## src/rtl/clk_div_ctrl_if.sv

```systemverilog
// clk_div_ctrl_if: ratio-load handshake and divided-clock outputs of clk_div_ctrl
interface clk_div_ctrl_if #(parameter int DIV_W = 8);
    logic             i_clk_en;
    logic [DIV_W-1:0] i_div_ratio;
    logic             i_ratio_load;
    logic             o_ratio_ack;
    logic             o_busy;
    logic             o_div_clk;
    logic             o_div_tick;
    modport master (output i_clk_en, i_div_ratio, i_ratio_load,
                    input  o_ratio_ack, o_busy, o_div_clk, o_div_tick);
    modport slave  (input  i_clk_en, i_div_ratio, i_ratio_load,
                    output o_ratio_ack, o_busy, o_div_clk, o_div_tick);
endinterface

```

## src/rtl/clk_div_ctrl.sv

```systemverilog
// clk_div_ctrl: glitch-free integer clock divider with boundary-synchronous ratio reload; CLK_DIV_TICK_EN adds a period-start tick
module clk_div_ctrl #(parameter int DIV_W = 8) (
    input logic         i_ref_clk,
    input logic         i_rst,
    clk_div_ctrl_if.slave bus
);
    typedef enum logic [1:0] {IDLE, HIGH, LOW} state_t;
    state_t           state, nxt;
    logic [DIV_W-1:0] cnt, cnt_nxt, r_act, pend, hi_last, lo_last, new_act;
    logic             busy, ack, div_q, boundary, apply;
    assign hi_last  = (r_act >> 1) + DIV_W'(r_act[0]) - DIV_W'(1);
    assign lo_last  = (r_act >> 1) - DIV_W'(1);
    assign boundary = state == LOW && cnt == lo_last;
    assign apply    = busy && (state == IDLE || boundary);
    assign new_act  = apply ? pend : r_act;
    assign bus.o_ratio_ack = ack;
    assign bus.o_busy      = busy;
    assign bus.o_div_clk   = state == IDLE ? i_ref_clk : div_q;
    // next state and phase counter; a ratio applied from IDLE takes effect before the first HIGH
    always_comb begin
        nxt     = state;
        cnt_nxt = cnt + DIV_W'(1);
        case (state)
            IDLE: begin
                cnt_nxt = '0;
                if (bus.i_clk_en && r_act >= DIV_W'(2) && !apply) nxt = HIGH;
            end
            HIGH: if (cnt == hi_last) begin
                nxt     = LOW;
                cnt_nxt = '0;
            end
            LOW: if (boundary) begin
                nxt     = (bus.i_clk_en && new_act >= DIV_W'(2)) ? HIGH : IDLE;
                cnt_nxt = '0;
            end
            default: begin
                nxt     = IDLE;
                cnt_nxt = '0;
            end
        endcase
    end
    // state, ratio registers and the registered clock level
    always_ff @(posedge i_ref_clk) begin
        if (i_rst) begin
            state <= IDLE;
            cnt   <= '0;
            r_act <= '0;
            pend  <= '0;
            busy  <= 1'b0;
            ack   <= 1'b0;
            div_q <= 1'b0;
        end else begin
            state <= nxt;
            cnt   <= cnt_nxt;
            r_act <= new_act;
            ack   <= apply;
            div_q <= nxt == HIGH;
            busy  <= bus.i_ratio_load || (busy && !apply);
            if (bus.i_ratio_load) pend <= bus.i_div_ratio;
        end
    end
`ifdef CLK_DIV_TICK_EN
    logic tick;
    assign bus.o_div_tick = tick;
    // tick marks the first ref cycle of every HIGH phase
    always_ff @(posedge i_ref_clk) begin
        tick <= !i_rst && nxt == HIGH && state != HIGH;
    end
`else
    assign bus.o_div_tick = 1'b0;
`endif
endmodule

```

## src/flat_wrapper.sv

```systemverilog
// flat-port wrapper written by rule: the top's interface ports become plain ports
module clk_div_ctrl_flat 
#(parameter int DIV_W = 8)
  (i_ref_clk, i_rst, bus_i_clk_en, bus_i_div_ratio, bus_i_ratio_load, bus_o_ratio_ack, bus_o_busy, bus_o_div_clk, bus_o_div_tick);
  clk_div_ctrl_if #(.DIV_W(DIV_W)) bus_i ();
  input logic i_ref_clk;
  input logic i_rst;
  input wire logic [$bits(bus_i.i_clk_en)-1:0] bus_i_clk_en;
  input wire logic [$bits(bus_i.i_div_ratio)-1:0] bus_i_div_ratio;
  input wire logic [$bits(bus_i.i_ratio_load)-1:0] bus_i_ratio_load;
  output wire logic [$bits(bus_i.o_ratio_ack)-1:0] bus_o_ratio_ack;
  output wire logic [$bits(bus_i.o_busy)-1:0] bus_o_busy;
  output wire logic [$bits(bus_i.o_div_clk)-1:0] bus_o_div_clk;
  output wire logic [$bits(bus_i.o_div_tick)-1:0] bus_o_div_tick;
  assign bus_i.i_clk_en = bus_i_clk_en;
  assign bus_i.i_div_ratio = bus_i_div_ratio;
  assign bus_i.i_ratio_load = bus_i_ratio_load;
  assign bus_o_ratio_ack = bus_i.o_ratio_ack;
  assign bus_o_busy = bus_i.o_busy;
  assign bus_o_div_clk = bus_i.o_div_clk;
  assign bus_o_div_tick = bus_i.o_div_tick;
  clk_div_ctrl #(.DIV_W(DIV_W)) u_core (.i_ref_clk(i_ref_clk), .i_rst(i_rst), .bus(bus_i));
endmodule
```

## config.mk

```make
export PLATFORM = sky130hd
export DESIGN_NAME = clk_div_ctrl_flat
export DESIGN_NICKNAME = d
export VERILOG_FILES = /design/src/rtl/clk_div_ctrl_if.sv /design/src/rtl/clk_div_ctrl.sv /design/src/flat_wrapper.sv
export SDC_FILE = /design/constraint.sdc
export NUM_CORES = 1
export LEC_CHECK = 0
export CORE_MARGIN = 2
export CORE_UTILIZATION = 57
export CTS_BUF_LIST = sky130_fd_sc_hd__clkbuf_4 sky130_fd_sc_hd__clkbuf_8
export DETAILED_ROUTE_END_ITERATION = 16
export PLACE_DENSITY = 0.82
export SETUP_SLACK_MARGIN = 0.3
export SLEW_MARGIN = 30
export SYNTH_ARGS = -nofsm -noshare
export SYNTH_HDL_FRONTEND = slang
export SYNTH_SLANG_ARGS = --single-unit
```

## constraint.sdc

```tcl
create_clock -name i_ref_clk -period 3.9 [get_ports i_ref_clk]
set_input_delay 0.78 -clock i_ref_clk [delete_from_list [all_inputs] [get_ports i_ref_clk]]
set_output_delay 0.78 -clock i_ref_clk [all_outputs]
set_load 0.01 [all_outputs]
```

==> impl_metrics.csv, run 1 <==
group,metric,value,unit
run_status,status,"finished clean",
synthesis,synth_area,1750,um^2
cts,cts_resized,1,
floorplanning,fp.dieW,59.4,um
job,max-cap-violations,0,
drt,wl,3.80,mm
setup_path,cp-end-kind,"primary output",
cts,postCtsSetupBuffers,0,
worst_hold_path,holdCritPathClass,"reg -> reg",
grt,grt_pass1_vias,1457,
floorplanning,io_pins,16,
synthesis,ys_types,43,
synthesis,synth_area_per_cell,8.71,um^2
power_and_ir_drop,p_leak,0.761,nW
floorplanning,die_h,59.4,um
setup_path,cpMostUsedCell,"clkbuf_4",
power_and_ir_drop,power_density,340,nW/um^2
grt,grt_pass1_wl,6.35,mm
timing,grt_setup_unrepaired,"false",
place,placed_area,1880,um^2
setup_path,crit_cells,4,
worst_hold_path,hold_path_depth,2,
cts,cts_hold_buf,0,
setup_path,cp.required,3.12,ns
grt,grt_start_max_net_pins,31,
timing,finalMaxSlewViolations,0,
timing,finClkSkew,0.00816,ns
final_layout,final_nets,235,
timing,slew_headroom,0.659,
final_layout,final_common_cell,"dfxtp_1",
drt,drc,0,
timing,hold_ws,0.508,ns
final_layout,finalInstanceArea,1960,um^2
final_layout,seqCellArea,581,um^2
setup_path,slowest_delay,0.29,ns
floorplanning,coreArea,2980,um^2
setup_path,cp.arrival,2.73,ns
cts,clk_latency,0.44,ns
final_layout,layout_common_cells,"29 x dfxtp_1, 21 x nor2_1, 21 x nand2b_1",
grt,grt_use_total,0.251,
grt,antenna_found_initial,0,
synthesis,seq_area_frac_synth,0.331,
timing,finalHoldViolations,0,
synthesis,yosys_warnings,0,
timing,tns,0,ns
timing,worst_slew_pin_slew,0.505,ns
setup_path,critical_path_class,"clk -> out",
drt,ant_nets,0,
drt,vias,1466,
final_layout,drive_gt1_frac,0.0791,
place,dp.final_hpwl,2.74,mm
final_layout,diodes,0,
setup_path,path_buf_inv,3,
setup_path,cp_slowest_cell,"dlygate4sd2_1",
timing,finalSetupViolCount,0,
drt,drt-initial-drc-count,95,
drt,drt-wirelength-per-cell,15.3,um
timing,setup_slack,0.388,ns
cts,clk_pin_slew_worst_paths,0.09,ns
setup_path,r2r_cells,9,
grt,grt.overflow.total,0,
floorplanning,rows,20,
place,port_buffers,14,
synthesis,yosys_register_bits,29,
synthesis,synthCells,201,
setup_path,worst_path_dominant_cell_family,"buffers and inverters",
drt,viasPerCell,5.91,
setup_path,crit_chain,"clkbuf_4, clkbuf_4, mux2_2, dlygate4sd2_1",
floorplanning,initial_core_util,0.588,
synthesis,synth_nets,222,
setup_path,r2r_slack,1.32,ns
final_layout,nFillCells,245,
final_layout,multi_input_comb_area,1080,um^2
place,globalplace.congestion,0.951,
place,pre_cts_ws,0.464,ns
floorplanning,die_area,3530,um^2
setup_path,crit_fanout,2,
setup_path,start_kind,"clock port",
drt,first_pass_iters,4,
final_layout,areaGrowthSynthToFinish,11.9,%
power_and_ir_drop,ir_drop,237,uV
cts,tritoncts,"done",
metal layers:
metal	wire, um	track usage	up-vias
li1	-	-	720
met1	1580	0.279	675
met2	1900	0.388	50
met3	218	0.107	21
met4	103	0.166	0
met5	0	0	-
registers in the layout, summed over array words and instances, names as in the netlist:
name	flops
u_core.pend	8
u_core.div_q	1
u_core.r_act	8
u_core.cnt	8
u_core.bus.o_busy	1
u_core.bus.o_ratio_ack	1
u_core.state	2
worst paths after layout:
kind,start,end
worst max-delay path,i_ref_clk,bus_o_div_clk
worst min-delay path,u_core.pend[5],u_core.r_act[5]
worst max register to register,u_core.r_act[1],u_core.state[1]
worst min register to register,u_core.pend[5],u_core.r_act[5]
worst register-to-register path, stage by stage, from the launching register on:
cell and delay (ns):
dfxtp_1 0.42, inv_1 0.11, ha_1 0.20, ha_1 0.23, nor2b_1 0.17, o211a_1 0.16, o32a_1 0.34, or4_1 0.43
a221oi_2 0.31, nor2b_1 0.15
layout make-up:
cell class	count	share of cell area
clock buffers	10	0.0390
well taps	33	0.0211
flip-flops and latches	29	0.296
multi-input cells	150	0.549
clock inverters	2	0.00511
repair buffers	14	0.0702
inverters	10	0.0192
kinds of logic after synthesis:
| family | Yosys count | share of synthesized area |
|---|---|---|
| buffers and inverters | 22 | 0.0543 |
| AO/OA/AOI/OAI | 25 | 0.106 |
| flip-flops | 29 | 0.331 |
| adder cells (fa/ha/maj) | 9 | 0.0643 |
| multiplexers | 18 | 0.104 |
| other | 1 | 0.00214 |
| XOR/XNOR | 17 | 0.0893 |
| AND/OR/NAND/NOR | 80 | 0.249 |
synth_stat cells (all sizes together):
cell / n / area share
o21a: 1 / 0.0043
nor3b: 1 / 0.0043
mux2: 2 / 0.013
nand3b: 2 / 0.0086
nor4b: 2 / 0.010
buf: 6 / 0.020
o211a: 1 / 0.0057
a2bb2oi: 1 / 0.0050
clkbuf: 6 / 0.013
dfxtp: 29 / 0.33
mux2i: 16 / 0.091
a221oi: 1 / 0.0086
a31oi: 4 / 0.014
o31a: 1 / 0.0050
a21oi: 3 / 0.0086
and2: 1 / 0.0036
xnor2: 7 / 0.035
ha: 9 / 0.064
nor2: 21 / 0.045
a21o: 3 / 0.013
o211ai: 1 / 0.0043
nor4: 6 / 0.025
nand2: 7 / 0.015
or4: 2 / 0.0086
inv: 10 / 0.021
nand3: 7 / 0.020
o31ai: 1 / 0.0043
nand4: 1 / 0.0036
o32a: 1 / 0.0057
and3: 1 / 0.0036
o21ai: 3 / 0.0086
xor2: 10 / 0.054
o22ai: 1 / 0.0036
o41ai: 1 / 0.0050
nor3: 3 / 0.0086
nand2b: 21 / 0.075
nor2b: 5 / 0.018
a211o: 1 / 0.0050
o221ai: 1 / 0.0050
conb: 1 / 0.0021
through the flow:
| step | power (mW) | util | std cells |
|---|---|---|---|
| 2_1_floorplan | 0.404 | - | 201 |
| 3_3_place_gp | 0.444 | 0.632 | 237 |
| 3_5_place_dp | 0.448 | 0.632 | 237 |
| 4_1_cts | 0.671 | 0.658 | 248 |
| 5_1_grt | 0.700 | 0.658 | 248 |
| 6_report | 0.667 | 0.658 | 248 |
report_power, final:
part	switching, mW	internal [mW]
clock network	0.131	0.127
registers	0.0122	0.307
logic	0.0442	0.0462
(Power assumes the default switching activity.)
==> run 2, diff against run 1 <==
--- a/config.mk
+++ b/config.mk
@@ -9,9 +9,9 @@
 export CORE_UTILIZATION = 57
 export CTS_BUF_LIST = sky130_fd_sc_hd__clkbuf_4 sky130_fd_sc_hd__clkbuf_8
 export DETAILED_ROUTE_END_ITERATION = 16
-export PLACE_DENSITY = 0.82
+export PLACE_DENSITY_LB_ADDON = 0.12
 export SETUP_SLACK_MARGIN = 0.3
-export SLEW_MARGIN = 30
+export SLEW_MARGIN = 20
 export SYNTH_ARGS = -nofsm -noshare
 export SYNTH_HDL_FRONTEND = slang
 export SYNTH_SLANG_ARGS = --single-unit
==> run 2 against run 1 <==
Net effect:
- count of clock-buffer cells in the layout rose by 1
- flip-flop and latch count unchanged
- combinational power is 0.8% lower
- sequential power barely moved
- final cell count is the same
- first-iteration DRC count down 16%
- register-to-register slack worse by 0.04 ns
- critical path depth is the same
- worst setup slack better by 0.029 ns
- non-clock buffer count stayed put
- hold slack got worse by 0.015 ns
- sequential share of layout area down 0.50 points
- critical endpoint unchanged
- largest power group is now the clock network
==> impl_metrics.csv, run 2 (synthesis results as in run 1) <==
group,metric,value,unit
run_status,status,"finished clean",
setup_path,crit_chain,"clkbuf_4, clkbuf_4, mux2_2, dlygate4sd2_1",
final_layout,diodes,0,
setup_path,r2r_cells,9,
floorplanning,rows,20,
cts,clk_latency,0.43,ns
setup_path,r2r_slack,1.28,ns
cts,cts_hold_buf,0,
setup_path,cp.required,3.12,ns
final_layout,layout_common_cells,"29 x dfxtp_1, 21 x nor2_1, 21 x nand2b_1",
timing,worst_slew_pin_slew,0.614,ns
final_layout,nFillCells,237,
setup_path,critical_path_class,"clk -> out",
setup_path,start_kind,"clock port",
timing,tns,0,ns
setup_path,crit_fanout,2,
worst_hold_path,hold_path_depth,2,
cts,clk_pin_slew_worst_paths,0.09,ns
final_layout,fin_util,0.669,
power_and_ir_drop,power_density,374,nW/um^2
worst_hold_path,holdCritPathClass,"reg -> reg",
final_layout,reg_top3,"u_core.cnt: 8 flops, u_core.pend: 8 flops, u_core.r_act: 8 flops",
drt,vias,1442,
floorplanning,initial_core_util,0.588,
grt,grt_use_total,0.233,
timing,slew_headroom,0.585,
setup_path,slowest_delay,0.28,ns
grt,grt_start_max_net_pins,31,
setup_path,cp.arrival,2.70,ns
cts,postCtsSetupBuffers,0,
place,port_buffers,14,
setup_path,cpMostUsedCell,"clkbuf_4",
place,globalplace.congestion,0.867,
drt,first_pass_iters,4,
worst_hold_path,hp-start,"u_core.pend[0]",
drt,drt-wirelength-per-cell,14.5,um
worst_hold_path,whs_endpoint,"u_core.r_act[0]",
drt,drc,0,
floorplanning,fp.dieW,59.4,um
place,dp.final_hpwl,2.64,mm
final_layout,areaGrowthSynthToFinish,13.8,%
drt,viasPerCell,5.81,
setup_path,cp-end-kind,"primary output",
drt,drt-initial-drc-count,80,
cts,tritoncts,"done",
power_and_ir_drop,p_leak,0.774,nW
grt,antenna_found_initial,0,
job,max-cap-violations,0,
floorplanning,coreArea,2980,um^2
grt,grt_pass1_vias,1345,
setup_path,reg2reg_to,"u_core.state[1]",
timing,finalHoldViolations,0,
place,placed_area,1880,um^2
timing,finalSetupViolCount,0,
final_layout,drive_gt1_frac,0.0791,
setup_path,r2r-start,"u_core.r_act[1]",
cts,cts_resized,1,
final_layout,finalInstanceArea,1990,um^2
drt,wl,3.59,mm
timing,grt_setup_unrepaired,"false",
final_layout,final_common_cell,"dfxtp_1",
setup_path,cp_slowest_cell,"dlygate4sd2_1",
floorplanning,die_h,59.4,um
floorplanning,io_pins,16,
power_and_ir_drop,ir_drop,285,uV
floorplanning,die_area,3530,um^2
grt,grt.overflow.total,0,
timing,finClkSkew,0.00955,ns
timing,finalMaxSlewViolations,0,
final_layout,final_nets,235,
drt,ant_nets,0,
grt,grt_pass1_wl,6.06,mm
-- run 2: cell count changes in the layout (fill, tap and decap cells not counted) --
cell,before,now
clkinv_2,2,0
bufinv_16,0,1
clkbuf_8,0,1
-- run 2: power by group --
part / leakage [nW] / internal, mW / switching, mW
Clock: 0.0725 / 0.211 / 0.126
Combinational: 0.466 / 0.0462 / 0.0435
Sequential: 0.236 / 0.307 / 0.0120
-- run 2: worst max-delay path by stage --
| stage | cells after the start | from | end |
|---|---|---|---|
| floorplan | 1 | i_ref_clk | bus_o_div_clk |
| global placement | 2 | i_ref_clk | bus_o_div_clk |
| detailed placement | 2 | i_ref_clk | bus_o_div_clk |
| CTS | 4 | i_ref_clk | bus_o_div_clk |
| global route | 4 | i_ref_clk | bus_o_div_clk |
| finish | 4 | i_ref_clk | bus_o_div_clk |
-- run 2: metrics by stage --
stage / cells / worst slack (ns) / power [mW] / hold WS, ns
global placement: 237 / 0.464 / 0.445 / 0.464
global route: 248 / 0.380 / 0.783 / 0.520
floorplan: 201 / 0.895 / 0.404 / 0.449
CTS: 248 / 0.410 / 0.752 / 0.491
detailed placement: 237 / 0.464 / 0.448 / 0.478
finish: 248 / 0.417 / 0.745 / 0.493
-- run 2: area by class of cell --
cell class              count  area, um^2  share of cell area
well taps                  33        41.3              0.0207
clock buffers              11        90.1              0.0452
repair buffers             14         138              0.0691
multi-input cells         150        1080               0.540
inverters                  10        37.5              0.0188
flip-flops and latches     29         581               0.291
clock inverters             1        30.0              0.0151
-- run 2: layer usage --
layer | vias to the layer above | global-route usage | share of wire
li1 | 715 | - | -
met3 | 9 | 0.0830 | 0.048
met5 | - | 0 | 0
met2 | 31 | 0.361 | 0.48
met4 | 0 | 0.0909 | 0.013
met1 | 687 | 0.294 | 0.46
-- run 2: critical path, delay by kind of cell --
family,cells,cell delay (ns)
muxes,1,0.25
buffers and inverters,3,0.51
==> run 3, diff against run 2 <==
--- a/config.mk
+++ b/config.mk
@@ -5,6 +5,7 @@
 export SDC_FILE = /design/constraint.sdc
 export NUM_CORES = 1
 export LEC_CHECK = 0
+export ABC_AREA = 0
 export CORE_MARGIN = 2
 export CORE_UTILIZATION = 57
 export CTS_BUF_LIST = sky130_fd_sc_hd__clkbuf_4 sky130_fd_sc_hd__clkbuf_8
==> results of run 3 <==
No change in the layout: final DEF, timing and power equal those of run 2.
